<file path="config.mk">
export PLATFORM = sky130hd
export DESIGN_NAME = instr_loader_flat
export DESIGN_NICKNAME = d
export VERILOG_FILES = /design/src/rtl/instr_loader_pkg.sv /design/src/rtl/instr_loader_if.sv /design/src/rtl/instr_loader.sv /design/src/flat_wrapper.sv
export SDC_FILE = /design/constraint.sdc
export NUM_CORES = 1
export LEC_CHECK = 0
export ABC_CLOCK_PERIOD_IN_PS = 2380
export BUFFER_PORTS_ARGS = -buffer_cell sky130_fd_sc_hd__buf_4
export CAP_MARGIN = 10
export CORE_UTILIZATION = 49
export CTS_BUF_LIST = sky130_fd_sc_hd__clkbuf_8
export CTS_CLUSTER_DIAMETER = 150
export DETAILED_ROUTE_END_ITERATION = 7
export MAX_ROUTING_LAYER = met4
export PLACE_DENSITY = 0.78
export SLEW_MARGIN = 40
export SYNTH_ARGS = -nofsm -noshare
export SYNTH_HDL_FRONTEND = slang
export SYNTH_SLANG_ARGS = --single-unit
</file>
<file path="constraint.sdc">
create_clock -name clk -period 2.38 [get_ports clk]
set_clock_uncertainty 0.2 [all_clocks]
set_input_delay 0.238 -clock clk [delete_from_list [all_inputs] [get_ports clk]]
set_output_delay 0.238 -clock clk [all_outputs]
set_load 0.02 [all_outputs]
</file>
<file path="src/rtl/instr_loader_pkg.sv">
// Purpose : shared definitions for the instruction loader (state encoding,
//           instruction width, default memory depth, word-count legality check).
// Contents: INSTR_W, DEPTH_DEF, WC_W, state_t, count_legal().
package instr_loader_pkg;

   // Instruction word width and default number of writable memory words.
   localparam int unsigned INSTR_W   = 32;
   localparam int unsigned DEPTH_DEF = 32;

   // Width of the word_count request field.
   localparam int unsigned WC_W      = 6;

   // Loader FSM states.
   typedef enum logic [1:0] {
      ST_IDLE  = 2'd0,
      ST_LOAD  = 2'd1,
      ST_WRITE = 2'd2,
      ST_DONE  = 2'd3
   } state_t;

   // A load request is legal only for 1..depth words.
   function automatic logic count_legal(input logic [WC_W-1:0] wc,
                                        input int unsigned     depth);
      return (wc != '0) && (32'(wc) <= depth);
   endfunction

endpackage

</file>
<file path="src/rtl/instr_loader_if.sv">
// Purpose : bundles the loader's request, byte-stream and memory-write signals.
// Latency : n/a (wires only).
// Backpressure: byte_ready/byte_valid handshake on the byte stream.
// Modports: master = host side (drives start/word_count/byte stream),
//           slave  = loader side (drives byte_ready, memory port and status).
interface instr_loader_if
   import instr_loader_pkg::*;
#(
   parameter int AW = 32
) ();

   logic               start;
   logic [WC_W-1:0]    word_count;
   logic [7:0]         byte_in;
   logic               byte_valid;
   logic               byte_ready;
   logic               mem_we;
   logic [AW-1:0]      mem_addr;
   logic [INSTR_W-1:0] mem_wdata;
   logic               cpu_hold;
   logic               busy;
   logic               done;
   logic               err;

   modport master (
      output start, word_count, byte_in, byte_valid,
      input  byte_ready, mem_we, mem_addr, mem_wdata, cpu_hold, busy, done, err
   );

   modport slave (
      input  start, word_count, byte_in, byte_valid,
      output byte_ready, mem_we, mem_addr, mem_wdata, cpu_hold, busy, done, err
   );

endinterface

</file>
<file path="src/rtl/instr_loader.sv">
// Purpose : assembles a big-endian byte stream into 32-bit words and writes
//           them to consecutive instruction-memory addresses, holding the CPU.
// Latency : mem_we rises the cycle after the 4th byte of a word is accepted.
// Backpressure: byte_ready is high only in LOAD; a stalled byte_valid just waits.
// Ports   : clk, rst_n (synchronous, active-low);
//           bus (slave modport): start/word_count request, byte_in/byte_valid/
//           byte_ready stream, mem_we/mem_addr/mem_wdata write port,
//           cpu_hold/busy/done/err status.
module instr_loader
   import instr_loader_pkg::*;
#(
   parameter int unsigned DEPTH = DEPTH_DEF,
   parameter int          AW    = 32
) (
   input  logic          clk,
   input  logic          rst_n,
   instr_loader_if.slave bus
);

   state_t             state_q;
   logic [WC_W-1:0]    count_q;
   logic [WC_W-1:0]    idx_q;
   logic [1:0]         byte_cnt_q;
   logic [INSTR_W-1:0] word_q;

   logic               byte_ready_q;
   logic               mem_we_q;
   logic [AW-1:0]      mem_addr_q;
   logic [INSTR_W-1:0] mem_wdata_q;
   logic               cpu_hold_q;
   logic               busy_q;
   logic               done_q;
   logic               err_q;

   logic [INSTR_W-1:0] word_d;
   logic               accept;
   logic               last_word;

   // Most significant byte arrives first, so each new byte shifts in at the bottom.
   assign word_d    = {word_q[INSTR_W-9:0], bus.byte_in};
   assign accept    = bus.byte_valid && byte_ready_q;
   assign last_word = (idx_q == count_q - 1'b1);

   always_ff @(posedge clk) begin
      if (!rst_n) begin
         state_q      <= ST_IDLE;
         count_q      <= '0;
         idx_q        <= '0;
         byte_cnt_q   <= '0;
         word_q       <= '0;
         byte_ready_q <= 1'b0;
         mem_we_q     <= 1'b0;
         mem_addr_q   <= '0;
         mem_wdata_q  <= '0;
         cpu_hold_q   <= 1'b0;
         busy_q       <= 1'b0;
         done_q       <= 1'b0;
         err_q        <= 1'b0;
      end else begin
         // Strobes are single-cycle unless re-asserted below.
         mem_we_q <= 1'b0;
         done_q   <= 1'b0;
         err_q    <= 1'b0;

         case (state_q)
            ST_IDLE: begin
               if (bus.start) begin
                  if (count_legal(bus.word_count, DEPTH)) begin
                     count_q      <= bus.word_count;
                     idx_q        <= '0;
                     byte_cnt_q   <= '0;
                     state_q      <= ST_LOAD;
                     byte_ready_q <= 1'b1;
                     cpu_hold_q   <= 1'b1;
                     busy_q       <= 1'b1;
                  end else begin
                     err_q <= 1'b1;
                  end
               end
            end

            ST_LOAD: begin
               if (accept) begin
                  word_q     <= word_d;
                  byte_cnt_q <= byte_cnt_q + 2'd1;
                  if (byte_cnt_q == 2'd3) begin
                     // Write port is registered here so mem_we appears in WRITE.
                     state_q      <= ST_WRITE;
                     byte_ready_q <= 1'b0;
                     mem_we_q     <= 1'b1;
                     mem_addr_q   <= AW'(idx_q);
                     mem_wdata_q  <= word_d;
                  end
               end
            end

            ST_WRITE: begin
               if (last_word) begin
                  state_q <= ST_DONE;
                  busy_q  <= 1'b0;
                  done_q  <= 1'b1;
               end else begin
                  idx_q        <= idx_q + 1'b1;
                  byte_cnt_q   <= '0;
                  state_q      <= ST_LOAD;
                  byte_ready_q <= 1'b1;
               end
            end

            ST_DONE: begin
               state_q    <= ST_IDLE;
               cpu_hold_q <= 1'b0;
            end

            default: begin
               state_q <= ST_IDLE;
            end
         endcase
      end
   end

   assign bus.byte_ready = byte_ready_q;
   assign bus.mem_we     = mem_we_q;
   assign bus.mem_addr   = mem_addr_q;
   assign bus.mem_wdata  = mem_wdata_q;
   assign bus.cpu_hold   = cpu_hold_q;
   assign bus.busy       = busy_q;
   assign bus.done       = done_q;
   assign bus.err        = err_q;

endmodule

</file>
<file path="src/flat_wrapper.sv">
// flat-port wrapper written by rule: the top's interface ports become plain ports
module instr_loader_flat import instr_loader_pkg::*;
#(
   parameter int unsigned DEPTH = DEPTH_DEF,
   parameter int          AW    = 32
)
  (clk, rst_n, bus_start, bus_word_count, bus_byte_in, bus_byte_valid, bus_byte_ready, bus_mem_we, bus_mem_addr, bus_mem_wdata, bus_cpu_hold, bus_busy, bus_done, bus_err);
  instr_loader_if #(.AW(AW)) bus_i ();
  input  logic clk;
  input  logic rst_n;
  input wire logic [$bits(bus_i.start)-1:0] bus_start;
  input wire logic [$bits(bus_i.word_count)-1:0] bus_word_count;
  input wire logic [$bits(bus_i.byte_in)-1:0] bus_byte_in;
  input wire logic [$bits(bus_i.byte_valid)-1:0] bus_byte_valid;
  output wire logic [$bits(bus_i.byte_ready)-1:0] bus_byte_ready;
  output wire logic [$bits(bus_i.mem_we)-1:0] bus_mem_we;
  output wire logic [$bits(bus_i.mem_addr)-1:0] bus_mem_addr;
  output wire logic [$bits(bus_i.mem_wdata)-1:0] bus_mem_wdata;
  output wire logic [$bits(bus_i.cpu_hold)-1:0] bus_cpu_hold;
  output wire logic [$bits(bus_i.busy)-1:0] bus_busy;
  output wire logic [$bits(bus_i.done)-1:0] bus_done;
  output wire logic [$bits(bus_i.err)-1:0] bus_err;
  assign bus_i.start = bus_start;
  assign bus_i.word_count = bus_word_count;
  assign bus_i.byte_in = bus_byte_in;
  assign bus_i.byte_valid = bus_byte_valid;
  assign bus_byte_ready = bus_i.byte_ready;
  assign bus_mem_we = bus_i.mem_we;
  assign bus_mem_addr = bus_i.mem_addr;
  assign bus_mem_wdata = bus_i.mem_wdata;
  assign bus_cpu_hold = bus_i.cpu_hold;
  assign bus_busy = bus_i.busy;
  assign bus_done = bus_i.done;
  assign bus_err = bus_i.err;
  instr_loader #(.DEPTH(DEPTH), .AW(AW)) u_core (.clk(clk), .rst_n(rst_n), .bus(bus_i));
endmodule
</file>
==> impl_metrics.ini <==
[grt]
antenna_found_initial = 0
grt_max_degree = 63
grt_usage_pct = 21.7
first_global_vias = 2651
grt.overflow.total = 0
grt_pass1_wl_um = 12200

[place]
dp_hpwl_um = 4940
routabilityCongestion = 0.805
placed_cell_area_sq_um = 3910
port_buffers = 61
place_ws_ns = 0.0150

[sta]
post-route-worst-setup-slack_ns = 0.156
setup_violations = 0
rsz0062_at_grt = no
worstMarginPinSlew_ns = 0.781
min_period_ns = 2.22
hold_viol = 0
maxSlewViolCount = 0
finalCritPeriodShare_pct = 93.4
tns_ns = 0
max_freq_mhz = 450
slew_headroom_pct = 47.8

[finish]
area_delta_synth_final_pct = 24.8
fin_area_sq_um = 4300
nets = 524
drive_above_1_share_pct = 18.9
final_util_pct = 63.2
antenna_cells = 0
final_cell_mix = nand2_1 (135), dfxtp_1 (83), a21oi_1 (69), buf_4 (66), conb_1 (26)
final_common_cell = nand2_1

[detailed_routing]
vias = 3023
drc = 0
ant_nets = 0
drt_pass1_iterations = 7
viasPerCell = 5.00
wl_per_cell_um = 12.2
drt_iter0_markers = 219
wl_um = 7390

[yosys]
seq_area_frac_synth_pct = 48.9
synth_top_flop_cell = dfxtp_1
async_reset_ff_share_pct = 0
ys_types = 38
avgSynthCellArea_sq_um = 7.98
synth-warning-count = 0
synth_edf_count = 0
ys_seq_elements = 84
synth.cell_area_sq_um = 3440
synth_cells = 431

[floorplanning]
die_x_um = 85.8
start_util_pct = 50.6
io_pins = 88
core_area_sq_um = 6790
die_y_um = 85.8
dieArea_sq_um = 7360
placementRows = 30

[worst_setup_path]
crit_family = compound AO/OA/AOI/OAI gates
critical_path_buf_inv_count = 2
worstSetupEndpointType = register
max_stage_delay_ns = 0.40
crit_fanout = 5
crit_arrival_ns = 2.27
crit_path_top_delay_cell = dfxtp_1
start_kind = register
worstPathRequired_ns = 2.43
path_cells = inv_1, ha_1, and3b_1, o21ai_0, a31oi_2, nand2_2, buf_4, nand3_1, a31o_2
worstSetupPathType = reg -> reg

[pwr]
vdd_ir_drop_max_mv = 0.374
p_leak_nw = 1.69
p_total_mw = 2.74
power_density_nw_per_um2 = 637

[clock_network]
cts_max_level = 3
clk_latency_ns = 0.36
clockBufferDepth = 2
cts_sinks = 84
cts-root-buf = clkbuf_8
cts_tree = done
cts_made_buffers = 9
clkTransAtPathRegs_ns = 0.09

[min_path]
hp-class = in -> reg

[outcome]
status = finished, final reports clean

[job]
maxCapViolCount = 0
registers in the layout, summed over array words and instances, names as in the netlist:
name                   flops
u_core.bus.done            1
u_core.idx_q               6
u_core.state_q             2
u_core.bus.cpu_hold        1
u_core.bus.byte_ready      1
u_core.word_q             24
u_core.bus.mem_addr        6
u_core.bus.mem_we          1
u_core.bus.busy            1
u_core.bus.mem_wdata      32
u_core.bus.err             1
u_core.count_q             6
u_core.byte_cnt_q          2
where the power goes:
part	total [mW]	switching [mW]	internal (mW)
sequential	1.44	0.0211	1.42
clock	1.05	0.546	0.501
combinational	0.249	0.152	0.0964
cells in the mapped netlist (4+ instances only):
cell      count  area share (%)
a21oi_1      69              10
buf_2         4            0.58
buf_4        26             5.7
clkbuf_1     18             2.0
dfxtp_1      84              49
inv_1         9            0.98
mux2i_1       6             1.7
nand2_1     136              15
nand3_1      10             1.5
nor2_1       16             1.7
nor2b_1       6             1.1
o21ai_0       7             1.0
xnor2_1       5             1.3
kinds of logic (layout without fill, tap and decap cells):
kind of cell,after synthesis,count (layout),share of synthesized area (%)
mux,6,6,1.75
fa+ha+maj,3,3,1.09
flops,84,84,48.9
other cells,1,26,0.109
simple gates,183,183,22.7
compound gates,89,90,14.4
xor+xnor,7,7,1.78
buf+inv,58,109,9.31
worst min-delay path, delay by kind of cell:
| family | cells | cell delay [ns] |
|---|---|---|
| AO/OA/AOI/OAI | 1 | 0.07 |
| buffers and inverters | 1 | 0.11 |
| AND/OR/NAND/NOR | 2 | 0.14 |
what timing repair did:
action,CTS,global route
resized for setup,0,3
buffers inserted,0,0
hold buffers,16,0
endpoints found under the hold margin,27,0
setup endpoints to repair,0,8
worst paths after layout:
path / startpoint / endpoint / slack (ns) / cells past startpoint
min: bus_byte_valid / u_core.state_q[0]$_SDFFE_PN0P_ / 0.04 / 4
max: u_core.count_q[1]$_SDFFE_PN0P_ / u_core.byte_cnt_q[1]$_SDFFE_PN0P_ / 0.16 / 9
min reg2reg: u_core.bus.mem_addr[5]$_SDFFE_PN0P_ / u_core.bus.mem_addr[5]$_SDFFE_PN0P_ / 0.26 / 2
max reg2reg: u_core.count_q[1]$_SDFFE_PN0P_ / u_core.byte_cnt_q[1]$_SDFFE_PN0P_ / 0.16 / 9
metrics by stage:
stage	instances	hold WS [ns]
2_1_floorplan	456	0.164
3_3_place_gp	571	0.245
6_report	604	0.0373
4_1_cts	603	0.0230
5_1_grt	604	0.0607
3_5_place_dp	571	0.247
layout make-up:
type	instances	area, sq um
clock buffers	9	124
clock inverters	7	82.6
fillers	593	2500
inverters	9	33.8
multi-input cells	315	1560
flip-flops and latches	84	1680
well taps	96	120
repair buffers	84	696
metal layers:
metal  vias up  GRT usage [%]  routed length, um
met4         0           10.9                148
met1      1404           27.7               3340
met2        97           32.6               3460
met5         -              -                  0
met3        14           4.62                441
li1       1508              -                  -
Power figures use the tool's default switching activity.
